$ cat config.mk
export PLATFORM = sky130hd
export DESIGN_NAME = regfile_read_arbiter
export DESIGN_NICKNAME = d
export VERILOG_FILES = /design/src/rtl/regfile_read_arbiter.sv
export SDC_FILE = /design/constraint.sdc
export NUM_CORES = 1
export LEC_CHECK = 0
export BUFFER_PORTS_ARGS = -buffer_cell sky130_fd_sc_hd__buf_2
export CAP_MARGIN = 15
export CELL_PAD_IN_SITES_DETAIL_PLACEMENT = 0
export CELL_PAD_IN_SITES_GLOBAL_PLACEMENT = 1
export CORE_ASPECT_RATIO = 0.5
export CORE_MARGIN = 4
export CORE_UTILIZATION = 38
export CTS_BUF_LIST = sky130_fd_sc_hd__clkbuf_16
export DETAILED_ROUTE_END_ITERATION = 16
export PLACE_DENSITY_LB_ADDON = 0.1
export SLEW_MARGIN = 20
export SYNTH_ARGS = -nofsm -noshare
export SYNTH_HDL_FRONTEND = slang
export SYNTH_SLANG_ARGS = --single-unit
$ cat constraint.sdc
create_clock -name clk -period 4 [get_ports clk]
set_input_delay 0.8 -clock clk [delete_from_list [all_inputs] [get_ports clk]]
set_output_delay 0.8 -clock clk [all_outputs]
set_load 0.02 [all_outputs]
$ cat src/rtl/regfile_read_arbiter.sv
// Shares the single register-file read port among NUM_REQ requesters: round-robin arbitration with an optional lock for back-to-back reads.
// Define REGFILE_ARB_FIXED_PRIO_EN to make the lowest eligible index win; the round-robin pointer then does not exist.
module regfile_read_arbiter #(
  parameter int NUM_REQ = 4
) (
  input  logic                   clk,
  input  logic                   rst_n,
  input  logic [NUM_REQ-1:0]     req,
  input  logic [3*NUM_REQ-1:0]   req_sel,
  input  logic [NUM_REQ-1:0]     req_lock,
  output logic [NUM_REQ-1:0]     gnt,
  output logic [2:0]             mux_sel,
  input  logic [15:0]            mux_data,
  output logic [15:0]            rd_data,
  output logic [NUM_REQ-1:0]     rd_valid,
  output logic [2:0]             owner_id
);

  localparam logic [0:0]         ST_IDLE   = 1'b0;
  localparam logic [0:0]         ST_LOCKED = 1'b1;
  localparam logic [NUM_REQ-1:0] ONE_HOT0  = NUM_REQ'(1);

  logic [0:0]         r_state;
  logic [NUM_REQ-1:0] r_gnt;
  logic [2:0]         r_mux_sel;
  logic [15:0]        r_rd_data;
  logic [NUM_REQ-1:0] r_rd_valid;
  logic [2:0]         r_owner;

  logic [7:0]         w_elig;
  logic [7:0]         w_req8;
  logic [7:0]         w_lock8;
  logic [3:0]         w_idx;
  logic               w_found;
  logic [2:0]         w_win;
  logic [2:0]         w_win_sel;
  logic [2:0]         w_own_sel;
  logic               w_lock_exit;

  // Padding to 8 bits lets a 3-bit index address any requester without width games.
  assign w_req8  = 8'(req);
  assign w_lock8 = 8'(req_lock);
  // The current grantee is masked so its still-high req is not granted a second time.
  assign w_elig  = 8'(req & ~r_gnt);

  assign w_lock_exit = (r_state == ST_LOCKED) && !(w_req8[r_owner] && w_lock8[r_owner]);

`ifndef REGFILE_ARB_FIXED_PRIO_EN
  logic [2:0] r_rr_ptr;

  function automatic logic [2:0] inc_wrap(input logic [2:0] v);
    return (v == 3'(NUM_REQ - 1)) ? 3'd0 : v + 3'd1;
  endfunction
`endif

  // NOTE: every always_comb output gets a default before any branch, so no path can infer a latch.
  always_comb begin
    w_found = 1'b0;
    w_win   = 3'd0;
    w_idx   = 4'd0;
    for (int k = 0; k < NUM_REQ; k++) begin
`ifdef REGFILE_ARB_FIXED_PRIO_EN
      w_idx = 4'(k);
`else
      w_idx = {1'b0, r_rr_ptr} + 4'(k);
      if (w_idx >= 4'(NUM_REQ)) w_idx = w_idx - 4'(NUM_REQ);
`endif
      if (!w_found && w_elig[w_idx[2:0]]) begin
        w_found = 1'b1;
        w_win   = w_idx[2:0];
      end
    end
  end

  always_comb begin
    w_win_sel = 3'd0;
    w_own_sel = 3'd0;
    for (int k = 0; k < NUM_REQ; k++) begin
      if (3'(k) == w_win)   w_win_sel = req_sel[3*k +: 3];
      if (3'(k) == r_owner) w_own_sel = req_sel[3*k +: 3];
    end
  end

  // NOTE: sequential state uses non-blocking assignments so every register samples pre-edge values.
  always_ff @(posedge clk or negedge rst_n) begin
    if (!rst_n) begin
      r_state    <= ST_IDLE;
      r_gnt      <= '0;
      r_mux_sel  <= 3'd0;
      r_rd_data  <= 16'h0000;
      r_rd_valid <= '0;
      r_owner    <= 3'd0;
    end else begin
      r_rd_valid <= r_gnt;
      if (|r_gnt) r_rd_data <= mux_data;
      r_gnt <= '0;
      case (r_state)
        ST_IDLE: begin
          if (w_found) begin
            r_gnt     <= ONE_HOT0 << w_win;
            r_mux_sel <= w_win_sel;
            r_owner   <= w_win;
            if (w_lock8[w_win]) r_state <= ST_LOCKED;
          end
        end
        ST_LOCKED: begin
          if (w_req8[r_owner]) begin
            r_gnt     <= ONE_HOT0 << r_owner;
            r_mux_sel <= w_own_sel;
          end
          if (w_lock_exit) r_state <= ST_IDLE;
        end
        default: r_state <= ST_IDLE;
      endcase
    end
  end

`ifndef REGFILE_ARB_FIXED_PRIO_EN
  // The pointer is frozen while locked and lands just past the owner on exit.
  always_ff @(posedge clk or negedge rst_n) begin
    if (!rst_n) begin
      r_rr_ptr <= 3'd0;
    end else if (r_state == ST_IDLE && w_found) begin
      r_rr_ptr <= inc_wrap(w_win);
    end else if (w_lock_exit) begin
      r_rr_ptr <= inc_wrap(r_owner);
    end
  end
`endif

  assign gnt      = r_gnt;
  assign mux_sel  = r_mux_sel;
  assign rd_data  = r_rd_data;
  assign rd_valid = r_rd_valid;
  assign owner_id = r_owner;

endmodule

# == After elaboration in Yosys (flattened, before gate mapping) ==
# Cells that the tools add are included.
# Widths: inputs -> output; s select.
# word_totals
in_bits,38
reg_bits,34
output_inout_bits,30
wordCells,105
# classes
eq_ne,10
bitwise_logic,3
n_reduce_logical,16
mux,48
n_shift,2
n_lt_le_gt_ge,10
addsub,9
# op_table
op,n
$mux 3,22
$lt 3x4->1 const B,6
$bmux 1 s3,7
$mux 1,14
$eq 2x3->1 const A,4
$ge 4x3->1 const B,3
$sub 3x3->3 const B,4
$add 3x2->4 const B,2
$and 4x8->8,1
$mux 4,2
$not 4->8,1
$pmux 4 s2,1
$shl 1x3->4 const A,2
$add 3x1->3 const B,2
$eq 1x3->1 const A,2
$eq 3x2->1 const B,2
$logic_and 1x1->1,6
$logic_not 3->1,2
$pmux 3 s2,1
$add 3x1->4 const B,1
$logic_not 1->1,4
$reduce_and 2->1,2
$reduce_or 4->1,1
$ge 3x3->1 const B,1
other kinds (5),5

# == Logic depth before layout (Yosys ltp) ==
# logic_depth
ltp_word,21
mapped_depth,17
depth_no_buf,17

# == Worst setup path after synthesis ==
# OpenSTA, ideal clock, no wires.
# synth_timing
path_type,input -> register
startpoint,input req[2]
endpoint,register r_mux_sel[1] (netlist: mux_sel[1])
required_time_ps,3935
setup_ps,65
arrival_time_ps,3196
setup_slack_ps,740
path_stages,14
path_buffers,0
path_cell_list,nor2b_1 mux4_2 a21oi_4 nand4_2 and3_4 or2_1 ha_1 nand3b_1 a21oi_1 a21oi_1 nor2_1 a21oi_1 o221ai_1 o21a_1
# synth_between
elab_chain_cells,20
word_cells_on_any_way,38
classes_between,5 x eq/ne; 24 x mux; 1 x bitwise; 8 x reduce/logical
# synth_lines
item,line,text
from (decl),8,"input logic [NUM_REQ-1:0] req,"
$and 4x8->8 (*),44,assign w_elig = 8'(req & ~r_gnt);
$bmux 1 s3,68,if (!w_found && w_elig[w_idx[2:0]]) begin
$mux 1 (implied by the code),68,
$mux 1,68,
$logic_not 1->1,68,
$logic_and 1x1->1,68,
$mux 1,68,
$logic_not 1->1,68,
(+3 left out),n/a,
$logic_and 1x1->1,68,
$mux 3 (*),68,
via w_win[0],35,logic [2:0] w_win;
$logic_not 3->1,79,if (3'(k) == w_win) w_win_sel = req_sel[3*k +: 3];
$mux 3 (3 in a row),79,
$mux 3 (*),79,
$mux 3 (*),99,if (w_found) begin
$pmux 3 s2 (*),97,case (r_state)
to (signal assigned),101,r_mux_sel <= w_win_sel;
to (signal assigned),109,r_mux_sel <= w_own_sel;
to (decl),25,logic [2:0] r_mux_sel;
# Mark *: on every way through the listed nets, which the timed path passes. The rest lies on a longest branch. The select of a mux whose other input is x is not followed.
# A chain may end at the register's enable or synchronous reset.

# == Final worst setup path ==
# layout_timing
startpoint,input req[2]
endpoint,register r_mux_sel[0] (netlist: mux_sel[0])
# The elaborated chain is that of the path after synthesis.

==> reports/metrics.yaml <==
die_area_um2: 6590
root_buffer: "clkbuf_16"
yosysSeqAreaShare_pct: 42.31
fin_crit_ns: 3.351
wl_met2_um: 2132
relSlewSlack_pct: 33.31
clock_path_buffers: 2
final_common_cell: "buf_2"
syn_area_um2: 2011
dp_slack_ns: 0.4010
power_density_nw_per_um2: 1042
clock_sinks: 34
die_h_um: 59.44
gp_congestion: 0.8117
r2r-start: "r_rr_ptr[1]"
n_antenna_cell: 0
nets: 305
hp-class: "flop to flop"
vias_per_cell: 5.113
synth_cells: 185
r2r_end: "mux_sel[0]"
track_usage_pct: 16.14
nFillCells: 451
yosysTopAreaCellShare_pct: 42.31
dr.pass1.iters: 4
overflow: 0
wl_met3_um: 338
rows: 18
synth-edff-count: 0
drt-total-wl_um: 4907
slew_viol_final: 0
wire_per_inst_um: 14.96
die_w_um: 110.9
path_clk_slew_ns: 0.05
setup_viol: 0
hold_buffers: 0
first_iter_violations: 70
fin_ws_ns: 0.6487
rsz0062_at_grt: "no"
yosysTopAreaCell: "dfrtp_1"
criticalPathCategory: "input port to flop"
grt_pass1_wl_um: 8390
drive_gt1_share_pct: 39.92
rrSetupSlack_ns: 0.66
whs_path_depth: 0
synth_simple_gate_area_share_pct: 14.06
fin_area_um2: 2608
htreeDepth: 2
regArea_um2: 850.8
ant_nets: 0
ios: 68
critPathCaptureType: "flop"
fin_crit_sh_pct: 83.78
routed.top_layer: "met4"
drc: 0
placed_cell_area_um2: 2445
skew_ns: 0.002980
status: "finished, final reports clean"
p_leak_nw: 1.237
hold_end: "rd_valid[3]"
synth_area_per_cell_um2: 10.87
grt_antenna_before_repair: 0
ys.flop_type: "dfrtp_1"
synth_fa_ha_area_share_pct: 6.223
final_cell_mix: "buf_2, dfrtp_1, mux2_2"
worstSkewPairLatency_ns: 0.27
crit_required_ns: 4.22
worst-endpoint-arrival_ns: 3.57
cts_made_buffers: 5
start_util_pct: 40.03
synth.area.mux_share_pct: 15.25
synth_compound_area_share_pct: 19.10
worst_pin_slew_ns: 0.9928
critical_path.max_fanout: 5
grt_pass1_vias: 1757
multi_input_area_um2: 1107
async_flop_share_pct: 100.0
syn_to_final_growth_pct: 29.68
cts_resized: 0
tritoncts: "done"
max_cap_viol_count: 0
core_area_um2: 5022
met1_length_um: 2408
yosys_register_bits: 34
reg2reg_depth: 15
post_cts_buffers: 0
syn_nets: 233
setup.worst_path.start_class: "input port"
timing.hold.ws_ns: 0.4799
yosysWarnings: 0
synthTopCellsByArea: "dfrtp_1, mux2_2, ha_1"
grt_max_degree: 35
io_buffer_count: 67
vias: 1677
hold_start: "gnt[3]"
yosysUniqueCellTypes: 46
synth_top_family_by_area: "compound AO/OA/AOI/OAI gates"
synth_xor_area_share_pct: 0
ir_drop_v: 0.0003543
max_freq_mhz: 298.4
hold_viol_final: 0
dp_hpwl_um: 3784
finalSetupTns_ns: 0
synthesized netlist by cell type, types with 2 or more instances:
library cell   n
nor2b_1       13
clkbuf_1       3
nand2b_1       4
o21ai_0        7
a22o_1         4
mux4_2         2
inv_1          8
a21o_1         2
nor2_1         3
a21oi_1       10
nor3_1         5
o221ai_1       4
a211oi_1       4
o21a_1         3
dfrtp_1       34
nand2_1       10
or2_1          2
a221oi_1       6
mux2i_1        7
ha_1          10
mux2_2        17
o21ai_1        3
worst max path at each step:
stage | startpoint | to | cells after the start
after floorplan | req[2] | mux_sel[1] | 14
after global placement | req[2] | mux_sel[1] | 15
after detailed placement | req[2] | mux_sel[2] | 15
after CTS | req[2] | mux_sel[1] | 15
after global routing | r_rr_ptr[1] | mux_sel[0] | 15
final | req[2] | mux_sel[0] | 15
stage by stage:
step	utilization, %	power, mW	std cells
2_1_floorplan	-	1.848	185
3_3_place_gp	48.68	2.292	320
3_5_place_dp	48.68	2.311	320
4_1_cts	51.92	2.751	328
5_1_grt	51.92	2.972	328
6_report	51.92	2.716	328
where the power goes:
part | internal [mW] | switching, mW
combinational | 0.745 | 0.927
sequential | 0.506 | 0.116
clock | 0.289 | 0.134
total | 1.54 | 1.18
metal layers:
layer	up-vias	GRT usage, %
met1	788	21.32
met5	-	0
li1	833	-
met3	4	5.403
met4	0	4.386
met2	52	25.78
cell families (layout without fill, tap and decap cells):
logic type,Yosys count,after routing
compound gates,52,52
fa+ha+maj,10,10
buf+inv,15,88
flops,34,34
mux,26,26
simple gates,48,48
worst max-delay path: stages:
cell and delay, ns:
buf_2 0.10, nor2b_1 0.16, mux4_2 0.55, a21oi_4 0.19, nand4_2 0.15, and3_4 0.23
or2_1 0.25, inv_1 0.09, ha_1 0.19, nor2b_1 0.18, a221oi_1 0.09, nor3_1 0.17
a21oi_1 0.08, o221ai_1 0.20, o21a_1 0.14
cell type report:
| class | count | share of cell area (%) |
|---|---|---|
| Clock inverter | 3 | 1.440 |
| Clock buffer | 5 | 4.798 |
| Tap cell | 70 | 3.359 |
| Inverter | 9 | 1.296 |
| Timing Repair Buffer | 71 | 14.01 |
| Sequential cell | 34 | 32.63 |
| Multi-Input combinational cell | 136 | 42.47 |
sequential cells by signal (all words and copies together), names as in the netlist:
signal    cells
r_rr_ptr      3
r_state       1
rd_valid      4
mux_sel       3
owner_id      3
gnt           4
rd_data      16
No activity file was read; power rests on OpenSTA's default activity.
